===== src/rtl/cnn_pkg.sv =====
// Shared definitions for the CNN second-layer datapath blocks.
// Holds the frame sequencer state encoding, default geometry and sum-width helper.
// No logic; imported by the scheduler and its adder stage.
package cnn_pkg;

  typedef enum logic [1:0] {
    ST_IDLE  = 2'd0,
    ST_RUN   = 2'd1,
    ST_DRAIN = 2'd2
  } state_t;

  localparam int Y_DEF     = 8;
  localparam int IMG_W_DEF = 26;
  localparam int IMG_H_DEF = 26;

  // Three signed Y-bit terms need two extra bits to be exact.
  localparam int SUM_GROW  = 2;

  function automatic int sum_w(input int y);
    return y + SUM_GROW;
  endfunction

endpackage


===== src/rtl/sum3_reg.sv =====
// Registered signed three-input adder, Y-bit operands to Y+2-bit result.
// Latency 1 cycle from operands to sum.
// en low holds the registered sum so a stalled output stays stable.
module sum3_reg
  import cnn_pkg::*;
#(
  parameter int Y = Y_DEF
) (
  input  logic                      clk,
  input  logic                      rst_n,
  input  logic                      en,
  input  logic signed [Y-1:0]       a,
  input  logic signed [Y-1:0]       b,
  input  logic signed [Y-1:0]       c,
  output logic signed [sum_w(Y)-1:0] sum
);

  localparam int SW = sum_w(Y);

  logic signed [SW-1:0] sum_d;
  logic signed [SW-1:0] sum_q;

  // Sign-extend every operand before adding; hold when not enabled.
  always_comb begin
    sum_d = sum_q;
    if (en) begin
      sum_d = SW'(a) + SW'(b) + SW'(c);
    end
  end

  // Result register, cleared on reset.
  always_ff @(posedge clk or negedge rst_n) begin
    if (!rst_n) begin
      sum_q <= '0;
    end else begin
      sum_q <= sum_d;
    end
  end

  assign sum = sum_q;

endmodule


===== src/rtl/sum3_sched.sv =====
// Frame sequencer joining three channel partial-sum streams into tagged three-way sums.
// Latency 2 cycles from input fire to out_valid; 1 pixel/cycle when not stalled.
// out_valid & !out_ready freezes both stages and drops in_ready; nothing is lost.
module sum3_sched
  import cnn_pkg::*;
#(
  parameter int Y     = Y_DEF,
  parameter int IMG_W = IMG_W_DEF,
  parameter int IMG_H = IMG_H_DEF,
  parameter int CW    = 5,
  parameter int RW    = 5
) (
  input  logic                       clk,
  input  logic                       rst_n,
  input  logic                       start,
  output logic                       busy,
  output logic                       done,
  input  logic                       ch0_valid,
  input  logic                       ch1_valid,
  input  logic                       ch2_valid,
  input  logic signed [Y-1:0]        ch0_data,
  input  logic signed [Y-1:0]        ch1_data,
  input  logic signed [Y-1:0]        ch2_data,
  output logic                       in_ready,
  output logic                       out_valid,
  input  logic                       out_ready,
  output logic signed [sum_w(Y)-1:0] out_data,
  output logic [CW-1:0]              out_col,
  output logic [RW-1:0]              out_row,
  output logic                       out_last
);

  localparam logic [CW-1:0] COL_MAX = CW'(IMG_W - 1);
  localparam logic [RW-1:0] ROW_MAX = RW'(IMG_H - 1);

  state_t state_q, state_d;

  // Issue-side coordinate counters.
  logic [CW-1:0] col_q, col_d;
  logic [RW-1:0] row_q, row_d;

  // Stage 1: operands plus the coordinates they were issued with.
  logic signed [Y-1:0] op0_q, op0_d;
  logic signed [Y-1:0] op1_q, op1_d;
  logic signed [Y-1:0] op2_q, op2_d;
  logic [CW-1:0]       s1_col_q, s1_col_d;
  logic [RW-1:0]       s1_row_q, s1_row_d;
  logic                s1_last_q, s1_last_d;
  logic                s1_valid_q, s1_valid_d;

  // Stage 2: tag bits riding alongside the registered sum.
  logic [CW-1:0]       s2_col_q, s2_col_d;
  logic [RW-1:0]       s2_row_q, s2_row_d;
  logic                s2_last_q, s2_last_d;
  logic                s2_valid_q, s2_valid_d;

  logic stall;
  logic fire;
  logic issue_last;
  logic last_accept;

  assign stall       = s2_valid_q & ~out_ready;
  assign fire        = ch0_valid & ch1_valid & ch2_valid & in_ready;
  assign issue_last  = (col_q == COL_MAX) && (row_q == ROW_MAX);
  assign last_accept = s2_valid_q & s2_last_q & out_ready;

  // FSM state register.
  always_ff @(posedge clk or negedge rst_n) begin
    if (!rst_n) begin
      state_q <= ST_IDLE;
    end else begin
      state_q <= state_d;
    end
  end

  // FSM next state: the last issue moves to DRAIN, the last acceptance ends the frame.
  always_comb begin
    state_d = state_q;
    unique case (state_q)
      ST_IDLE:  if (start)              state_d = ST_RUN;
      ST_RUN:   if (fire && issue_last) state_d = ST_DRAIN;
      ST_DRAIN: if (last_accept)        state_d = ST_IDLE;
      default:                          state_d = ST_IDLE;
    endcase
  end

  // FSM outputs: input is only accepted in RUN while the output side is moving.
  always_comb begin
    busy     = 1'b0;
    in_ready = 1'b0;
    done     = 1'b0;
    unique case (state_q)
      ST_RUN: begin
        busy     = 1'b1;
        in_ready = ~stall;
      end
      ST_DRAIN: begin
        busy = 1'b1;
        done = last_accept;
      end
      default: ;
    endcase
  end

  // Raster-order coordinate counters; wrapping past the last pixel returns to (0,0).
  always_comb begin
    col_d = col_q;
    row_d = row_q;
    if (fire) begin
      if (col_q == COL_MAX) begin
        col_d = '0;
        row_d = (row_q == ROW_MAX) ? '0 : row_q + 1'b1;
      end else begin
        col_d = col_q + 1'b1;
      end
    end
  end

  // Stage 1 loads on fire, holds under stall, otherwise empties.
  always_comb begin
    op0_d      = op0_q;
    op1_d      = op1_q;
    op2_d      = op2_q;
    s1_col_d   = s1_col_q;
    s1_row_d   = s1_row_q;
    s1_last_d  = s1_last_q;
    s1_valid_d = stall ? s1_valid_q : fire;
    if (fire) begin
      op0_d     = ch0_data;
      op1_d     = ch1_data;
      op2_d     = ch2_data;
      s1_col_d  = col_q;
      s1_row_d  = row_q;
      s1_last_d = issue_last;
    end
  end

  // Stage 2 tags follow stage 1 unless the output is stalled.
  always_comb begin
    s2_valid_d = s2_valid_q;
    s2_col_d   = s2_col_q;
    s2_row_d   = s2_row_q;
    s2_last_d  = s2_last_q;
    if (!stall) begin
      s2_valid_d = s1_valid_q;
      s2_col_d   = s1_col_q;
      s2_row_d   = s1_row_q;
      s2_last_d  = s1_last_q;
    end
  end

  // All scheduler flops, cleared on reset so a mid-frame reset discards everything.
  always_ff @(posedge clk or negedge rst_n) begin
    if (!rst_n) begin
      col_q      <= '0;
      row_q      <= '0;
      op0_q      <= '0;
      op1_q      <= '0;
      op2_q      <= '0;
      s1_col_q   <= '0;
      s1_row_q   <= '0;
      s1_last_q  <= 1'b0;
      s1_valid_q <= 1'b0;
      s2_col_q   <= '0;
      s2_row_q   <= '0;
      s2_last_q  <= 1'b0;
      s2_valid_q <= 1'b0;
    end else begin
      col_q      <= col_d;
      row_q      <= row_d;
      op0_q      <= op0_d;
      op1_q      <= op1_d;
      op2_q      <= op2_d;
      s1_col_q   <= s1_col_d;
      s1_row_q   <= s1_row_d;
      s1_last_q  <= s1_last_d;
      s1_valid_q <= s1_valid_d;
      s2_col_q   <= s2_col_d;
      s2_row_q   <= s2_row_d;
      s2_last_q  <= s2_last_d;
      s2_valid_q <= s2_valid_d;
    end
  end

  // The adder register is frozen with the rest of stage 2 so out_data stays stable under stall.
  sum3_reg #(
    .Y (Y)
  ) u_sum3_reg (
    .clk   (clk),
    .rst_n (rst_n),
    .en    (~stall),
    .a     (op0_q),
    .b     (op1_q),
    .c     (op2_q),
    .sum   (out_data)
  );

  assign out_valid = s2_valid_q;
  assign out_col   = s2_col_q;
  assign out_row   = s2_row_q;
  assign out_last  = s2_last_q;

endmodule


===== config.mk =====
export PLATFORM = sky130hd
export DESIGN_NAME = sum3_sched
export DESIGN_NICKNAME = d
export VERILOG_FILES = /design/src/rtl/cnn_pkg.sv /design/src/rtl/sum3_reg.sv /design/src/rtl/sum3_sched.sv
export SDC_FILE = /design/constraint.sdc
export NUM_CORES = 1
export LEC_CHECK = 0
export BUFFER_PORTS_ARGS = -buffer_cell sky130_fd_sc_hd__clkbuf_2
export CORE_ASPECT_RATIO = 0.75
export CORE_UTILIZATION = 50
export DETAILED_ROUTE_END_ITERATION = 6
export PLACE_DENSITY = 0.71
export SYNTH_ARGS = -nofsm -noshare
export SYNTH_HDL_FRONTEND = slang
export SYNTH_SLANG_ARGS = --single-unit

===== constraint.sdc =====
create_clock -name clk -period 4.2 [get_ports clk]
set_input_delay 0.84 -clock clk [delete_from_list [all_inputs] [get_ports clk]]
set_output_delay 0.84 -clock clk [all_outputs]
set_load 0.02 [all_outputs]

==> results of run 1 <==
-- worst reg2reg max path, delay by kind of cell (launching register included) --
family,cells,cell delay [ns]
compound gates,4,0.84
fa+ha+maj,3,1.19
flops,1,0.40
-- worst paths after layout --
check,from,end,depth (start not counted)
max,op0_q[1],u_sum3_reg.sum[7],7
min,out_row[0],out_row[0],2
max reg2reg,op0_q[1],u_sum3_reg.sum[7],7
min reg2reg,out_row[0],out_row[0],2
max in group asynchronous,rst_n,col_q[3],2
min in group asynchronous,rst_n,op0_q[6],1
-- final cells by class --
| class | count | area share [%] |
|---|---|---|
| clock buffers | 13 | 3.968 |
| clock inverters | 3 | 1.062 |
| inverters | 10 | 0.9372 |
| multi-input cells | 276 | 40.14 |
| flip-flops and latches | 70 | 43.74 |
| well taps | 81 | 2.530 |
| repair buffers | 59 | 7.623 |
-- logic make-up after synthesis --
kind of cell | Yosys count | share of synthesized area (%)
muxes | 3 | 0.8640
buffers and inverters | 26 | 3.420
DFF | 70 | 50.40
adders and majority gates | 25 | 10.94
xor gates and xnor gates | 1 | 0.2520
and+or+nand+nor | 197 | 25.34
AOI/OAI and AO/OA | 50 | 8.783
-- stage by stage --
stage | total power, mW | hold WS, ns | instances | worst slack, ns | instance area (sq um)
floorplan | 2.359 | 0.4346 | 372 | 1.873 | 3476
global placement | 2.761 | 0.4475 | 496 | 1.583 | 3804
detailed placement | 2.824 | 0.4573 | 496 | 1.538 | 3804
CTS | 3.370 | 0.4733 | 512 | 1.617 | 4005
global route | 3.652 | 0.5018 | 512 | 1.513 | 4005
finish | 3.350 | 0.4665 | 512 | 1.615 | 4005
-- layout by cell type, fill, tap and decap left out, drive strengths merged, types with 3 or more instances in the layout --
cell type	netlist	layout
nand4	5	5
nand3	8	8
ha	16	16
mux2i	3	3
inv	10	10
nand2	145	145
fa	9	9
clkbuf	4	67
dfrtp	70	70
and2	3	3
nand4b	3	3
nand2b	3	3
a21oi	7	7
buf	12	5
a21o	3	3
nor2b	3	3
o31ai	3	3
nor2	7	7
o21ai	24	24
nor3	3	3
a211oi	5	5
nor3b	6	6
-- sequential cells by signal (all words and copies together), names as in the netlist, 8 cells and up --
name,count
u_sum3_reg.sum,10
op0_q,8
op1_q,8
op2_q,8
-- power by group --
part	internal [mW]	switching, mW
logic	0.705	0.979
registers	0.944	0.183
clock network	0.306	0.233
total	1.96	1.40
-- per-layer routing --
layer  GRT usage, %  wire length (um)  share of wire [%]  vias to the layer above
li1               -                 -                  -                     1339
met1          30.73              3635                 52                     1268
met2          32.71              3032                 43                       58
met3          5.733               310                4.4                        9
met4          7.131                69               0.98                        0
met5              0                 0                  0                        -
==> out/summary.json, run 1 <==
{
  "post_cts_buffers": {"value": 0},
  "core_area": {"value": 6506, "unit": "sq um"},
  "cell_with_the_most_instances_after_synthesis": {"value": "sky130_fd_sc_hd__nand2_1"},
  "critical-path-max-stage-delay": {"value": 0.50, "unit": "ns"},
  "holdBufCountCts": {"value": 0},
  "outcome": {"value": "finished, violations left"},
  "n_antenna_cell": {"value": 0},
  "vias": {"value": 2674},
  "synth.top_cells.by_area": {"value": "sky130_fd_sc_hd__dfrtp_1 (50%), sky130_fd_sc_hd__nand2_1 (16%), sky130_fd_sc_hd__ha_1 (5.8%)"},
  "grt_start_max_net_pins": {"value": 39},
  "area_enclosed_by_the_die_boundary": {"value": 7293, "unit": "sq um"},
  "drcViolationCount": {"value": 3},
  "cts_buffer_depth": {"value": 2},
  "avgRoutedWirePerCell": {"value": 13.77, "unit": "um"},
  "die_x": {"value": 98.28, "unit": "um"},
  "violations": {"value": "DRC"},
  "final-seq-area": {"value": 1752, "unit": "sq um"},
  "floorplan.rows": {"value": 25},
  "h-tree-depth": {"value": 3},
  "clk_latency": {"value": 0.34, "unit": "ns"},
  "num-nets-final": {"value": 482},
  "initial_utilization": {"value": 53.42, "unit": "%"},
  "cp_data_arrival_time": {"value": 2.78, "unit": "ns"},
  "num-fill-cells": {"value": 578},
  "grt_pass1_vias": {"value": 2561},
  "final.period_utilization": {"value": 61.55, "unit": "%"},
  "synth_top_cells_by_count": {"value": "sky130_fd_sc_hd__nand2_1 (145), sky130_fd_sc_hd__dfrtp_1 (70), sky130_fd_sc_hd__ha_1 (16)"},
  "die_y": {"value": 74.21, "unit": "um"},
  "pwr_density_cell": {"value": 836.5, "unit": "nW/um^2"},
  "synth_largest_type_area_fraction": {"value": 50.40, "unit": "%"},
  "synth_seq_cells": {"value": 70},
  "io_count": {"value": 56},
  "first_iter_violations": {"value": 143},
  "tritonroute_pass_1_iters": {"value": 7},
  "gpl.final_weighted_congestion": {"value": 0.8901},
  "synthDominantAreaCellType": {"value": "sky130_fd_sc_hd__dfrtp_1"},
  "fin_setup_tns": {"value": 0, "unit": "ns"},
  "class_of_the_tightest_hold_or_removal_check": {"value": "register to register"},
  "fin_util": {"value": 61.56, "unit": "%"},
  "timing.critical_path.slowest_stage_cell": {"value": "sky130_fd_sc_hd__fa_1"},
  "detail_route.wirelength": {"value": 7.048, "unit": "mm"},
  "rsz0062_at_grt": {"value": "false"},
  "final_layout_size_suffix_gt1_share": {"value": 18.10, "unit": "%"},
  "crit_fanout": {"value": 3},
  "post_synth_edffs": {"value": 0},
  "post-route-min-period": {"value": 2.585, "unit": "ns"},
  "max_slew.worst_pin.slew": {"value": 0.8115, "unit": "ns"},
  "regToRegSetupSlack": {"value": 1.61, "unit": "ns"},
  "gr-usage-all-layers": {"value": 21.61, "unit": "%"},
  "cap_violations": {"value": 0},
  "cts_tree": {"value": "done"},
  "antenna_found_initial": {"value": 0},
  "avgViaCountPerCell": {"value": 5.223},
  "timing_worst_setup_path_type": {"value": "register to register"},
  "async_reset_ff_share": {"value": 100.0, "unit": "%"},
  "yosys_warnings": {"value": 0},
  "worst_setup_path_end_kind": {"value": "register"},
  "multiInputGateArea": {"value": 1608, "unit": "sq um"},
  "clock-sinks": {"value": 70},
  "power.ir.vdd_worst": {"value": 0.3266, "unit": "mV"},
  "fin_worst_skew": {"value": 0.007130, "unit": "ns"},
  "static-leakage-power": {"value": 2.077, "unit": "nW"},
  "fmax": {"value": 386.8, "unit": "MHz"},
  "crit_path_start_kind": {"value": "register"},
  "synthesis.instances": {"value": 372},
  "timing.max_slew.rel_slack": {"value": 45.90, "unit": "%"},
  "crit_chain": {"value": "fa_1 > ha_1 > fa_1 > a211oi_1 > o21bai_1 > a211oi_1 > o31ai_1"},
  "cp.buffers_inverters": {"value": 0},
  "numCtsBuffers": {"value": 9},
  "ant_nets": {"value": 0},
  "postSynthNetCount": {"value": 428},
  "clock-root-buffer": {"value": "sky130_fd_sc_hd__clkbuf_8"},
  "flow.area_growth_from_synthesis": {"value": 15.23, "unit": "%"},
  "cts_repair_resize_count": {"value": 0},
  "finalMaxSlewViolations": {"value": 0},
  "synth_seq_area_share": {"value": 50.40, "unit": "%"},
  "buffer_ports.inserted": {"value": 55},
  "final-hold-violation-count": {"value": 0},
  "yosys.cell_types.count": {"value": 40},
  "yosys_most_used_dff": {"value": "sky130_fd_sc_hd__dfrtp_1"},
  "critical_path_required": {"value": 4.39, "unit": "ns"},
  "grt.overflow.total": {"value": 0},
  "hpwl_after_dpl": {"value": 5.188, "unit": "mm"},
  "cpLargestDelayFamily": {"value": "adder cells"},
  "setup_viol_count_final": {"value": 0},
  "clk_pin_slew_worst_paths": {"value": 0.07, "unit": "ns"},
  "syn_avg_cell_area": {"value": 9.344, "unit": "sq um"},
  "syn_area": {"value": 3476, "unit": "sq um"},
  "wire_length_of_the_first_global_routing_pass": {"value": 12.04, "unit": "mm"}
}
No activity file was read; power rests on OpenSTA's default activity.
==> inputs of run 2 (changes only) <==
- PLACE_DENSITY: 0.71 -> 0.74
- clock period: 4.2 -> 2.12 ns (I/O delays scaled with it)
==> out/summary.json, run 2 (synthesis gave the netlist of run 1 again) <==
{
  "post-route-min-period": {"value": 2.237, "unit": "ns"},
  "fin_util": {"value": 64.12, "unit": "%"},
  "finalMaxSlewViolations": {"value": 0},
  "cp.buffers_inverters": {"value": 0},
  "buffer_ports.inserted": {"value": 55},
  "wire_length_of_the_first_global_routing_pass": {"value": 12.18, "unit": "mm"},
  "static-leakage-power": {"value": 2.157, "unit": "nW"},
  "core_area": {"value": 6506, "unit": "sq um"},
  "vias": {"value": 2711},
  "clk_pin_slew_worst_paths": {"value": 0.08, "unit": "ns"},
  "die_y": {"value": 74.21, "unit": "um"},
  "area_enclosed_by_the_die_boundary": {"value": 7293, "unit": "sq um"},
  "layout_commonest_cell": {"value": "sky130_fd_sc_hd__nand2_1"},
  "gr-usage-all-layers": {"value": 22.05, "unit": "%"},
  "crit_chain": {"value": "fa_1 > ha_2 > fa_2 > a211oi_2 > or2_2 > a21oi_2 > o31ai_1"},
  "largest_register_ffs": {"value": 10},
  "h-tree-depth": {"value": 3},
  "postPlaceCellArea": {"value": 3894, "unit": "sq um"},
  "drcViolationCount": {"value": 0},
  "cts_tree": {"value": "done"},
  "fmax": {"value": 446.9, "unit": "MHz"},
  "final_layout_size_suffix_gt1_share": {"value": 22.22, "unit": "%"},
  "grt_start_max_net_pins": {"value": 71},
  "io_count": {"value": 56},
  "max_slew.worst_pin.slew": {"value": 0.6276, "unit": "ns"},
  "final-hold-violation-count": {"value": 0},
  "numCtsBuffers": {"value": 9},
  "hpwl_after_dpl": {"value": 4.895, "unit": "mm"},
  "final-seq-area": {"value": 1752, "unit": "sq um"},
  "die_x": {"value": 98.28, "unit": "um"},
  "outcome": {"value": "finished, violations left"},
  "num-nets-final": {"value": 492},
  "multiInputGateArea": {"value": 1644, "unit": "sq um"},
  "timing.critical_path.slowest_stage_cell": {"value": "sky130_fd_sc_hd__fa_1"},
  "crit_fanout": {"value": 2},
  "gpl.final_weighted_congestion": {"value": 0.8371},
  "timing.max_slew.rel_slack": {"value": 57.97, "unit": "%"},
  "regToRegSetupSlack": {"value": -0.12, "unit": "ns"},
  "n_antenna_cell": {"value": 0},
  "cpLargestDelayFamily": {"value": "adder cells"},
  "layout_setup_ws": {"value": -0.1175, "unit": "ns"},
  "floorplan.rows": {"value": 25},
  "clock-sinks": {"value": 70},
  "clock-root-buffer": {"value": "sky130_fd_sc_hd__clkbuf_8"},
  "holdBufCountCts": {"value": 0},
  "first_iter_violations": {"value": 131},
  "layout_common_cells": {"value": "sky130_fd_sc_hd__nand2_1 (145), sky130_fd_sc_hd__dfrtp_1 (70), sky130_fd_sc_hd__clkbuf_2 (54), sky130_fd_sc_hd__o21ai_1 (15), sky130_fd_sc_hd__ha_1 (15)"},
  "fin_worst_skew": {"value": 0.004841, "unit": "ns"},
  "critical-path-max-stage-delay": {"value": 0.49, "unit": "ns"},
  "crit_path_start_kind": {"value": "register"},
  "layout.cell_area.non_filler": {"value": 4172, "unit": "sq um"},
  "num-fill-cells": {"value": 560},
  "power.ir.vdd_worst": {"value": 0.8195, "unit": "mV"},
  "rsz0062_at_grt": {"value": "true"},
  "cp_data_arrival_time": {"value": 2.50, "unit": "ns"},
  "timing_worst_setup_path_type": {"value": "register to register"},
  "class_of_the_tightest_hold_or_removal_check": {"value": "primary input to async pin"},
  "ant_nets": {"value": 0},
  "tritonroute_pass_1_iters": {"value": 6},
  "detail_route.wirelength": {"value": 7.092, "unit": "mm"},
  "antenna_found_initial": {"value": 0},
  "grt_pass1_vias": {"value": 2518},
  "setup_viol_count_final": {"value": 3},
  "worst_setup_path_end_kind": {"value": "register"},
  "initial_utilization": {"value": 53.42, "unit": "%"},
  "flow.area_growth_from_synthesis": {"value": 20.01, "unit": "%"},
  "fin_setup_tns": {"value": -0.1749, "unit": "ns"},
  "grt.overflow.total": {"value": 0},
  "avgRoutedWirePerCell": {"value": 13.59, "unit": "um"},
  "cts_buffer_depth": {"value": 2},
  "pwr_density_cell": {"value": 1747, "unit": "nW/um^2"},
  "cap_violations": {"value": 0},
  "critical_path_required": {"value": 2.38, "unit": "ns"},
  "final.period_utilization": {"value": 105.5, "unit": "%"},
  "avgViaCountPerCell": {"value": 5.193},
  "violations": {"value": "setup timing"},
  "clk_latency": {"value": 0.35, "unit": "ns"}
}
run 2: changes by cell type in the layout (fill, tap and decap cells not counted), sizes merged:
cell,previous run,this run
buf,5,15
bufinv,1,3
clkbuf,67,63
inv,10,12
run 2: area by class of cell:
type	instances	share of cell area (%)
inverters	10	0.8998
repair buffers	69	9.418
well taps	81	2.430
clock inverters	7	2.879
flip-flops and latches	70	41.99
multi-input cells	276	39.41
clock buffers	9	2.969
run 2: repair_timing:
action                                  CTS  global route
resized for setup                         4             5
pin swaps                                 0             2
setup buffers                             0             1
endpoints found under the setup margin    5             6
run 2: path summary, 6_finish.rpt:
path	depth (start not counted)	startpoint	to
setup / recovery	7	op0_q[1]	u_sum3_reg.sum[7]
hold / removal	2	rst_n	op2_q[4]
setup reg to reg	7	op0_q[1]	u_sum3_reg.sum[7]
hold reg to reg	2	out_row[0]	out_row[0]
max in group asynchronous	2	rst_n	op1_q[5]
min in group clk	3	ch0_data[6]	op0_q[6]
run 2: power breakdown:
group	internal, mW	switching, mW	total (mW)
logic	1.68	2.05	3.73
registers	1.87	0.355	2.22
clock network	0.787	0.541	1.33
run 2: worst reg2reg max path, stage by stage (launching register included):
cell,delay [ns]
sky130_fd_sc_hd__dfrtp_1,0.40
sky130_fd_sc_hd__fa_1,0.49
sky130_fd_sc_hd__ha_2,0.22
sky130_fd_sc_hd__fa_2,0.36
sky130_fd_sc_hd__a211oi_2,0.23
sky130_fd_sc_hd__or2_2,0.17
sky130_fd_sc_hd__a21oi_2,0.06
sky130_fd_sc_hd__o31ai_1,0.22
run 2: routing by layer:
metal	GRT usage, %	share of wire (%)
met5	0	0
met4	5.970	1.1
met3	6.861	5.3
met2	31.61	41
met1	32.55	52
run 2: stage by stage:
step	hold WS (ns)	power [mW]	cells	setup WS (ns)
finish	0.07849	7.286	522	-0.1175
global route	0.09934	7.923	522	-0.2216
CTS	0.08689	7.177	521	-0.1115
detailed placement	0.4538	5.733	505	-0.1164
global placement	0.4463	5.622	505	-0.06732
floorplan	0.1284	4.718	372	-0.01899
==> inputs of run 3 (changes only) <==
- CELL_PAD_IN_SITES_DETAIL_PLACEMENT: not set -> 0
- CELL_PAD_IN_SITES_GLOBAL_PLACEMENT: not set -> 2
- CORE_UTILIZATION: 50 -> 31
- SKIP_CTS_REPAIR_TIMING: not set -> 1
- TNS_END_PERCENT: not set -> 5
==> out/summary.json, run 3 (synthesis gave the netlist of run 1 again) <==
{
  "outcome": {"value": "finished, violations left"},
  "violations": {"value": "hold timing, setup timing"},
  "die_x": {"value": 124.3, "unit": "um"},
  "numCtsBuffers": {"value": 9},
  "wire_length_of_the_first_global_routing_pass": {"value": 14.03, "unit": "mm"},
  "num-nets-final": {"value": 495},
  "core_area": {"value": 10900, "unit": "sq um"},
  "grt.overflow.total": {"value": 0},
  "cap_violations": {"value": 0},
  "h-tree-depth": {"value": 3},
  "vias": {"value": 2704},
  "final.period_utilization": {"value": 107.4, "unit": "%"},
  "clkPwrFrac": {"value": 19.2, "unit": "%"},
  "switching_share": {"value": 40.37, "unit": "%"},
  "pre_cts_ws": {"value": -0.1651, "unit": "ns"},
  "avgRoutedWirePerCell": {"value": 14.24, "unit": "um"},
  "tritonroute_pass_1_iters": {"value": 4},
  "crit_fanout": {"value": 2},
  "reg2reg_depth": {"value": 7},
  "antenna_found_initial": {"value": 0},
  "max_slew.worst_pin.slew": {"value": 0.5918, "unit": "ns"},
  "buffer_ports.inserted": {"value": 55},
  "static-leakage-power": {"value": 2.199, "unit": "nW"},
  "clock-root-buffer": {"value": "sky130_fd_sc_hd__clkbuf_16"},
  "netSwitchingPower": {"value": 3.174, "unit": "mW"},
  "clk_latency": {"value": 0.33, "unit": "ns"},
  "fmax": {"value": 439.1, "unit": "MHz"},
  "cts_tree": {"value": "done"},
  "critical_path_required": {"value": 2.36, "unit": "ns"},
  "avgViaCountPerCell": {"value": 4.630},
  "die_y": {"value": 93.70, "unit": "um"},
  "largest_register_ffs": {"value": 10},
  "hpwl_after_dpl": {"value": 5.929, "unit": "mm"},
  "grt_pass1_vias": {"value": 2702},
  "setup_viol_count_final": {"value": 3},
  "final-hold-violation-count": {"value": 12},
  "io_count": {"value": 56},
  "cp_data_arrival_time": {"value": 2.51, "unit": "ns"},
  "n_antenna_cell": {"value": 0},
  "final_layout_size_suffix_gt1_share": {"value": 22.75, "unit": "%"},
  "drcViolationCount": {"value": 0},
  "area_enclosed_by_the_die_boundary": {"value": 11640, "unit": "sq um"},
  "gpl.final_weighted_congestion": {"value": 0.7788},
  "timing.max_slew.rel_slack": {"value": 60.37, "unit": "%"},
  "p_comb_share": {"value": 52.3, "unit": "%"},
  "critical-path-max-stage-delay": {"value": 0.48, "unit": "ns"},
  "cts_buffer_depth": {"value": 2},
  "flow.area_growth_from_synthesis": {"value": 25.88, "unit": "%"},
  "first_iter_violations": {"value": 142},
  "layout_common_cells": {"value": "sky130_fd_sc_hd__nand2_1 (145), sky130_fd_sc_hd__dfrtp_1 (70), sky130_fd_sc_hd__clkbuf_2 (54), sky130_fd_sc_hd__buf_4 (15), sky130_fd_sc_hd__o21ai_1 (14)"},
  "intPower": {"value": 4.689, "unit": "mW"},
  "finalMaxSlewViolations": {"value": 0},
  "layout_setup_ws": {"value": -0.1573, "unit": "ns"},
  "power.ir.vdd_worst": {"value": 0.6591, "unit": "mV"},
  "clock-sinks": {"value": 70},
  "regToRegSetupSlack": {"value": -0.16, "unit": "ns"},
  "crit_path_start_kind": {"value": "register"},
  "post-route-min-period": {"value": 2.277, "unit": "ns"},
  "power": {"value": 7.863, "unit": "mW"},
  "layout_commonest_cell": {"value": "sky130_fd_sc_hd__nand2_1"},
  "initial_utilization": {"value": 31.89, "unit": "%"},
  "crit_chain": {"value": "fa_1 > ha_2 > fa_2 > a211oi_4 > or2_4 > a21oi_2 > o31ai_1"},
  "timing_worst_setup_path_type": {"value": "register to register"},
  "class_of_the_tightest_hold_or_removal_check": {"value": "primary input to async pin"},
  "clk_pin_slew_worst_paths": {"value": 0.06, "unit": "ns"},
  "timing.critical_path.slowest_stage_cell": {"value": "sky130_fd_sc_hd__fa_1"},
  "worst_setup_path_end_kind": {"value": "register"},
  "grt_start_max_net_pins": {"value": 40},
  "seq_power_share": {"value": 28.4, "unit": "%"},
  "rsz0062_at_grt": {"value": "true"},
  "fin_worst_skew": {"value": 0.006884, "unit": "ns"},
  "pwr_density_cell": {"value": 1797, "unit": "nW/um^2"},
  "gr-usage-all-layers": {"value": 15.79, "unit": "%"},
  "ant_nets": {"value": 0},
  "detail_route.wirelength": {"value": 8.314, "unit": "mm"},
  "floorplan.rows": {"value": 33},
  "timing.hold.ws": {"value": -0.01232, "unit": "ns"}
}
[run 3: power groups by stage]
stage / clock network (mW) / registers [mW] / logic, mW
2_1_floorplan: 0 / 2.37 / 2.35
3_3_place_gp: 0 / 2.26 / 3.52
3_5_place_dp: 0 / 2.26 / 3.58
4_1_cts: 1.56 / 2.24 / 3.61
5_1_grt: 1.61 / 2.31 / 4.63
6_report: 1.51 / 2.24 / 4.12
[run 3: stage by stage]
step,TNS [ns],util [%],cell area (sq um),std cells
2_1_floorplan,-0.01899,-,3486,372
3_3_place_gp,-0.2084,36.58,3988,565
3_5_place_dp,-0.4214,36.58,3988,565
4_1_cts,-0.4791,39.35,4289,581
5_1_grt,-0.9034,40.14,4375,584
6_report,-0.3720,40.14,4375,584
[run 3: worst paths after layout]
check | from | endpoint
max | op1_q[1] | u_sum3_reg.sum[7]
min | rst_n | out_row[3]
max reg2reg | op1_q[1] | u_sum3_reg.sum[7]
min reg2reg | s1_valid_q | out_valid
max in group asynchronous | rst_n | op1_q[2]
min in group clk | ch0_data[7] | op0_q[7]
[run 3: area by class of cell]
| class | instances | area [sq um] |
|---|---|---|
| fill | 1150 | 6525 |
| multi-input combinational | 276 | 1682 |
| sequential | 70 | 1752 |
| inverter | 10 | 37.54 |
| timing repair buffer | 72 | 427.9 |
| clock buffer | 11 | 242.7 |
| clock inverter | 5 | 58.81 |
| tap | 140 | 175.2 |
[run 3: routing by layer]
| layer | vias up | wire (um) | track usage, % |
|---|---|---|---|
| li1 | 1371 | - | - |
| met1 | 1278 | 4466 | 22.97 |
| met2 | 42 | 3391 | 22.15 |
| met3 | 13 | 333 | 4.214 |
| met4 | 0 | 123 | 6.024 |
| met5 | - | 0 | 0 |
[run 3: critical path: cells and delay by family (launching register included)]
kind | cells | cell delay [ns]
simple gates | 1 | 0.17
compound gates | 3 | 0.55
flops | 1 | 0.39
fa+ha+maj | 3 | 1.07
